<file path="config.mk">
export PLATFORM = sky130hd
export DESIGN_NAME = rect_streamer
export DESIGN_NICKNAME = d
export VERILOG_FILES = /design/src/rtl/rect_streamer.sv
export SDC_FILE = /design/constraint.sdc
export NUM_CORES = 1
export LEC_CHECK = 0
export CORE_MARGIN = 2
export CORE_UTILIZATION = 45
export DETAILED_ROUTE_END_ITERATION = 10
export PLACE_DENSITY = 0.73
export SYNTH_ARGS = -nofsm -noshare
export SYNTH_HDL_FRONTEND = slang
export SYNTH_SLANG_ARGS = --single-unit
</file>
<file path="constraint.sdc">
create_clock -name pixel_clk -period 1.95 [get_ports pixel_clk]
set_clock_uncertainty 0.1 [all_clocks]
set_input_delay 0.585 -clock pixel_clk [delete_from_list [all_inputs] [get_ports pixel_clk]]
set_output_delay 0.585 -clock pixel_clk [all_outputs]
set_load 0.02 [all_outputs]
</file>
<file path="src/rtl/rect_streamer.sv">
// Rectangle table streamer: resets the GPU loader, kicks a copy, then reads the
// 64-entry rectangle table from data memory and presents each word to the GPU
// on its capture slot, with a zero word in every sixth (gap) slot.
module rect_streamer #(
    parameter int unsigned           ADDR_WIDTH = 16,
    parameter logic [ADDR_WIDTH-1:0] BASE_ADDR  = '0,
    parameter int unsigned           RECT_COUNT = 64
) (
    input  logic                  pixel_clk,
    input  logic                  reset,
    input  logic                  start,
    input  logic [15:0]           mem_rdata,
    output logic [ADDR_WIDTH-1:0] mem_addr,
    output logic                  mem_rd_en,
    output logic                  gpu_reset,
    output logic                  copy_start,
    output logic [15:0]           data_out,
    output logic                  busy,
    output logic                  done
);

    // Cycle offset from the start-sample cycle; the last capture lands on 6*RECT_COUNT+2.
    localparam int unsigned       CycW    = $clog2(6 * RECT_COUNT + 3);
    localparam int unsigned       RectW   = $clog2(RECT_COUNT + 1);
    localparam logic [CycW-1:0]   LastCyc = CycW'(6 * RECT_COUNT + 2);
    localparam logic [RectW-1:0]  RectEnd = RectW'(RECT_COUNT);

    typedef enum logic [1:0] {
        StIdle,
        StGpuRst,
        StKick,
        StStream
    } state_e;

    state_e                  state_q;
    logic [CycW-1:0]         cyc_q;
    logic [RectW-1:0]        rect_q;   // rect whose word is read in the next cycle
    logic [2:0]              slot_q;   // word index read in the next cycle; 5 = gap
    logic [ADDR_WIDTH-1:0]   ptr_q;    // next table address to read
    logic                    rd_en_d_q;

    // Control FSM with registered outputs; every output is set for the following cycle.
    always_ff @(posedge pixel_clk) begin
        if (reset) begin
            state_q    <= StIdle;
            cyc_q      <= '0;
            rect_q     <= '0;
            slot_q     <= '0;
            ptr_q      <= '0;
            mem_addr   <= '0;
            mem_rd_en  <= 1'b0;
            gpu_reset  <= 1'b0;
            copy_start <= 1'b0;
            busy       <= 1'b0;
            done       <= 1'b0;
        end else begin
            unique case (state_q)
                StIdle: begin
                    done       <= 1'b0;
                    mem_rd_en  <= 1'b0;
                    mem_addr   <= '0;
                    copy_start <= 1'b0;
                    rect_q     <= '0;
                    slot_q     <= '0;
                    gpu_reset  <= start;
                    busy       <= start;
                    cyc_q      <= start ? CycW'(1) : '0;
                    if (start) begin
                        state_q <= StGpuRst;
                    end
                end
                StGpuRst: begin
                    state_q    <= StKick;
                    cyc_q      <= cyc_q + CycW'(1);
                    gpu_reset  <= 1'b0;
                    copy_start <= 1'b1;
                    // First table read coincides with the copy trigger.
                    mem_rd_en  <= 1'b1;
                    mem_addr   <= BASE_ADDR;
                    ptr_q      <= BASE_ADDR + ADDR_WIDTH'(1);
                    rect_q     <= '0;
                    slot_q     <= 3'd1;
                end
                StKick, StStream: begin
                    copy_start <= 1'b0;
                    cyc_q      <= cyc_q + CycW'(1);
                    if (slot_q < 3'd5 && rect_q < RectEnd) begin
                        mem_rd_en <= 1'b1;
                        mem_addr  <= ptr_q;
                        ptr_q     <= ptr_q + ADDR_WIDTH'(1);
                    end else begin
                        mem_rd_en <= 1'b0;
                        mem_addr  <= '0;
                    end
                    if (slot_q == 3'd5) begin
                        slot_q <= '0;
                        rect_q <= rect_q + RectW'(1);
                    end else begin
                        slot_q <= slot_q + 3'd1;
                    end
                    if (state_q == StKick) begin
                        state_q <= StStream;
                    end else if (cyc_q == LastCyc) begin
                        state_q <= StIdle;
                        busy    <= 1'b0;
                        done    <= 1'b1;
                        cyc_q   <= '0;
                    end
                end
                default: state_q <= StIdle;
            endcase
        end
    end

    // Data path: capture read data one cycle after each read strobe, zero otherwise.
    always_ff @(posedge pixel_clk) begin
        if (reset) begin
            rd_en_d_q <= 1'b0;
            data_out  <= '0;
        end else begin
            rd_en_d_q <= mem_rd_en;
            data_out  <= rd_en_d_q ? mem_rdata : 16'h0000;
        end
    end

endmodule

</file>
== After elaboration in Yosys (flattened, before gate mapping) ==
Cells that the tools add are included.
Word-level totals
  flip-flop bits (word level): 75
  latch bits: 0
  bits in writable memories: 0
  ROM bits: 0
  bits of input ports: 19
  output and inout port bits: 37
  logic and storage cells: 69
  memories kept: 0
Cells by class
  $add $sub $neg: 4
  multiply operators: 0
  div/mod/pow operators: 0
  $lt $le $gt $ge: 2
  equality and inequality tests: 11
  shift-type cells: 0
  multiplexer cells: 26
  bitwise logic cells: 1
  reductions and logical operators: 12
Operator list (number)
  $pmux 16 s2: 2
  $mux 16: 2
  $pmux 9 s3: 1
  $mux 9: 2
  $add 16x1->16 const B: 1
  $pmux 7 s2: 1
  $ne 2x2->1 const B: 5
  $add 9x1->9 const B: 1
  $eq 9x9->1 const B: 1
  $pmux 3 s3: 1
  $pmux 1 s2: 4
  $add 7x1->7 const B: 1
  $lt 7x7->1 const B: 1
  $mux 7: 1
  $mux 1: 6
  $mux 2: 3
  $pmux 2 s3: 1
  $reduce_bool 2->1: 3
  $reduce_or 2->1: 3
  $eq 2x2->1 const B: 2
  $reduce_and 2->1: 2
  $add 3x1->3 const B: 1
  $eq 3x3->1 const B: 1
  $lt 3x3->1 const B: 1
  other kinds (9): 9

== Depth between registers and ports, before layout ==
  depth after elaboration: 4
  mapped depth: 8
  mapped depth without buffers: 6

== Worst setup path after synthesis ==
Ideal clock, no wire load.
  kind: reg2reg
  start: register state_q[1]
  end: register mem_addr[10]
  setup time: 0.059 ns
  arrival: 1.671 ns
  required time: 1.791 ns
  slack: 0.120 ns
  cell stages (with the launch flop): 8
  buffers on the path: 2
  clock period less this slack: 1.830 ns
  path through: dfxtp_1 ha_1 or2_0 buf_2 nand2_1 nor3_2 clkbuf_1 and2_1
On the way
  cells in the longest elaborated chain, start to end: 3
  elaborated cells on any way between the ends: 7
  those cells by class: eq/ne (3); mux (1); reduce/logical (3)
Ends and longest elaborated chain
  from (decl): RTL line 35  | state_e state_q;
  from (signal assigned): RTL line 45  | state_q <= StIdle;
  from (signal assigned): RTL line 69  | state_q <= StGpuRst;
  from (signal assigned): RTL line 73  | state_q <= StKick;
  $eq 2x2->1 (tied with other cells): RTL line 57  | unique case (state_q)
  $reduce_or 2->1, on equally long branches
  $pmux 16 s2 *: RTL line 57
  to (signal assigned): RTL line 89  | mem_addr <= ptr_q;
  to (decl): RTL line 13  | output logic [ADDR_WIDTH-1:0] mem_addr,
Mark *: on every way between the ends. The rest lies on a longest branch, timed or not.
A chain may end at the register's enable or synchronous reset.

== Worst setup path after layout ==
  start: register mem_addr[13]
  end: output mem_addr[13]
No word-level cell between the ends.

==> impl_metrics.tcl <==
set metrics [dict create \
    dr.pass1.iters 4 \
    ys_seq_area_frac 0.510 \
    clk_pin_slew_ns 0.07 \
    hold_buffers 0 \
    diodes 0 \
    cts_made_buffers 9 \
    pin_count 56 \
    power_leakage_nw 1.82 \
    avgViaCountPerCell 4.97 \
    reg2reg_depth 6 \
    fin_crit_ns 1.92 \
    clock_sinks 75 \
    synthTopCellsByArea "dfxtp_1 (51%), and2_1 (6.6%), ha_1 (4.2%), a21oi_1 (3.1%), nor2_1 (2.8%)" \
    holdPathEnd "rd_en_d_q" \
    cp_max_fo 1 \
    worstHoldPathCells 1 \
    drcViolationCount 0 \
    slowest_stage "clkdlybuf4s50_1" \
    fp-row-count 29 \
    netlist.area_leader.share 0.510 \
    setup_viol 0 \
    place_inst 434 \
    dp_slack_ns -0.132 \
    rsz0062_at_grt "no" \
    drt_iter0_markers 84 \
    track_usage 0.155 \
    outcome "finished, final reports clean" \
    fmax_ghz 0.522 \
    grt_max_degree 17 \
    critPathMaxStageDelay_ns 0.59 \
    syn_avg_cell_area_sq_um 9.75 \
    r2r_slack_ns 0.14 \
    min_period_over_period 0.983 \
    clock_latency_ns 0.34 \
    floorplan.die.height_microns 84.9 \
    vdd_drop_max_uv 676 \
    post-route-util 0.605 \
    dieArea_sq_um 7210 \
    ys_ff_latch 75 \
    finalHoldViolCount 0 \
    path_delay_family "buffers and inverters" \
    ant_nets 0 \
    antenna_found_initial 0 \
    start_util 0.464 \
    crit_path_start_kind "flop" \
    first_global_vias 2044 \
    criticalPathCategory "flop to output pin" \
    routed_wl_microns 5290 \
    syn_to_final_growth_pct 30.5 \
    core_sq_um 6350 \
    synth_cell_types 43 \
    ys.warnings.count 0 \
    power.density_nw_per_um2 1000 \
    fin_nets 397 \
    cts_tree "yes" \
    cts_buffer_depth 2 \
    syn-instance-count 302 \
    yosys.area.top_type "dfxtp_1" \
    cts-root-buf "clkbuf_8" \
    vias 2237 \
    portBuffers 55 \
    place_hpwl_microns 3800 \
    worstPathRequired_ns 1.26 \
    slew_headroom 0.498 \
    htree_levels 3 \
    r2r_end "state_q[1]" \
    drv_slew 0 \
    setup_slack_ns 0.0339 \
    drive_gt1_frac 0.102 \
    hp-class "flop to flop" \
    wire_per_inst_microns 11.7 \
    crit_path_end_kind "output pin" \
    synthFlopType "dfxtp_1" \
    cp_cell_sequence "clkdlybuf4s50_1" \
    worst-path-buf-inv 1 \
    finalNonFillerCells 450 \
    timing.setup.tns_ns 0 \
    synth_nets 331 \
    synth_edf_count 0 \
    place_congestion 0.805 \
    syn_area_sq_um 2940 \
    nFillCells 544 \
    cts_setup_buffers 0 \
    grt_overflow 0 \
    tightest_slew_ns 0.751 \
    hold_start "mem_rd_en" \
    synthArstFlopShare 0 \
    cp.depth 1 \
    max_cap_viol_count 0 \
    grt_pass1_wl_microns 9000 \
    r2r-start "cyc_q[0]" \
    die_x_microns 84.9 \
    crit_arrival_ns 1.23 \
]
-- area by class of cell --
type,instances,area (sq um),share of cell area
well taps,77,96.3,0.0251
flip-flops and latches,75,1500,0.391
multi-input cells,208,1350,0.351
clock inverters,5,52.6,0.0137
clock buffers,11,141,0.0368
repair buffers,67,673,0.175
inverters,7,26.3,0.00684
-- cells by family after synthesis --
logic type | count (synthesis) | synth area share
adder cells (fa/ha/maj) | 10 | 0.0425
buffers and inverters | 19 | 0.0319
XOR/XNOR | 13 | 0.0387
AND/OR/NAND/NOR | 134 | 0.259
flip-flops | 75 | 0.510
multiplexers | 5 | 0.0170
AO/OA/AOI/OAI | 46 | 0.101
-- layer usage --
metal  wire length (microns)  GRT usage  vias up
met4                      25     0.0548        0
met3                     244     0.0477        4
met5                       0          0        -
met1                    2500      0.192     1015
met2                    2520      0.255       45
li1                        -          -     1173
-- cells in the final DEF (no fill, tap or decap), types with 2 or more instances in the layout --
cell              n
ha_1             10
or4_1             6
or3_1             6
mux2i_1           5
clkbuf_8         10
clkdlybuf4s50_1  21
nor2b_1           5
nand4b_1          2
xnor2_1           7
and2_1           31
clkinv_2          3
inv_1             7
o31ai_1           6
o21ai_0          13
or3_2             2
nand3_1          15
buf_4            12
a31oi_1           2
a21oi_1          18
nor2_1           22
and3_1            5
dfxtp_1          74
xor2_1            6
dlygate4sd2_1    14
and4_1            2
nor4_1            2
dlymetal6s2s_1   20
nor3_1            4
nand2_1          19
nand4_1           4
and3_2            2
-- sequential cells by signal, indices dropped and copies added, names as in the netlist, 2 cells and up --
register and cells:
cyc_q 9, slot_q 3, rect_q 7, state_q 2, ptr_q 16, data_out 16, mem_addr 16
-- Yosys cell counts, types with 7 or more instances --
library cell  count
a21oi_1          18
and2_1           31
dfxtp_1          75
ha_1             10
inv_1             7
nand2_1          19
nand3_1          15
nor2_1           22
o21ai_0          13
xnor2_1           7
-- metrics by stage --
step / total power, W / area (sq um) / hold WS (ns)
3_5_place_dp: 0.00276 / 3610 / 0.362
3_3_place_gp: 0.00274 / 3610 / 0.357
6_report: 0.00384 / 3840 / 0.363
5_1_grt: 0.00408 / 3840 / 0.393
4_1_cts: 0.00388 / 3790 / 0.367
2_1_floorplan: 0.00242 / 2940 / 0.344
-- what timing repair did --
item	in CTS	in global routing
gates cloned	0	0
setup endpoints to repair	14	25
gates resized for setup	14	21
-- report_power, final --
| group | switching, W | internal (W) |
|---|---|---|
| logic | 0.000544 | 0.000403 |
| registers | 0.0000983 | 0.00164 |
| clock network | 0.000541 | 0.000620 |
-- worst max path at each step --
stage,endpoint,start
finish,mem_addr[13],mem_addr[13]
CTS,data_out[15],data_out[15]
floorplan,mem_addr[10],state_q[1]
global placement,data_out[8],reset
detailed placement,data_out[11],reset
global route,data_out[2],data_out[2]
Power figures use the tool's default switching activity.
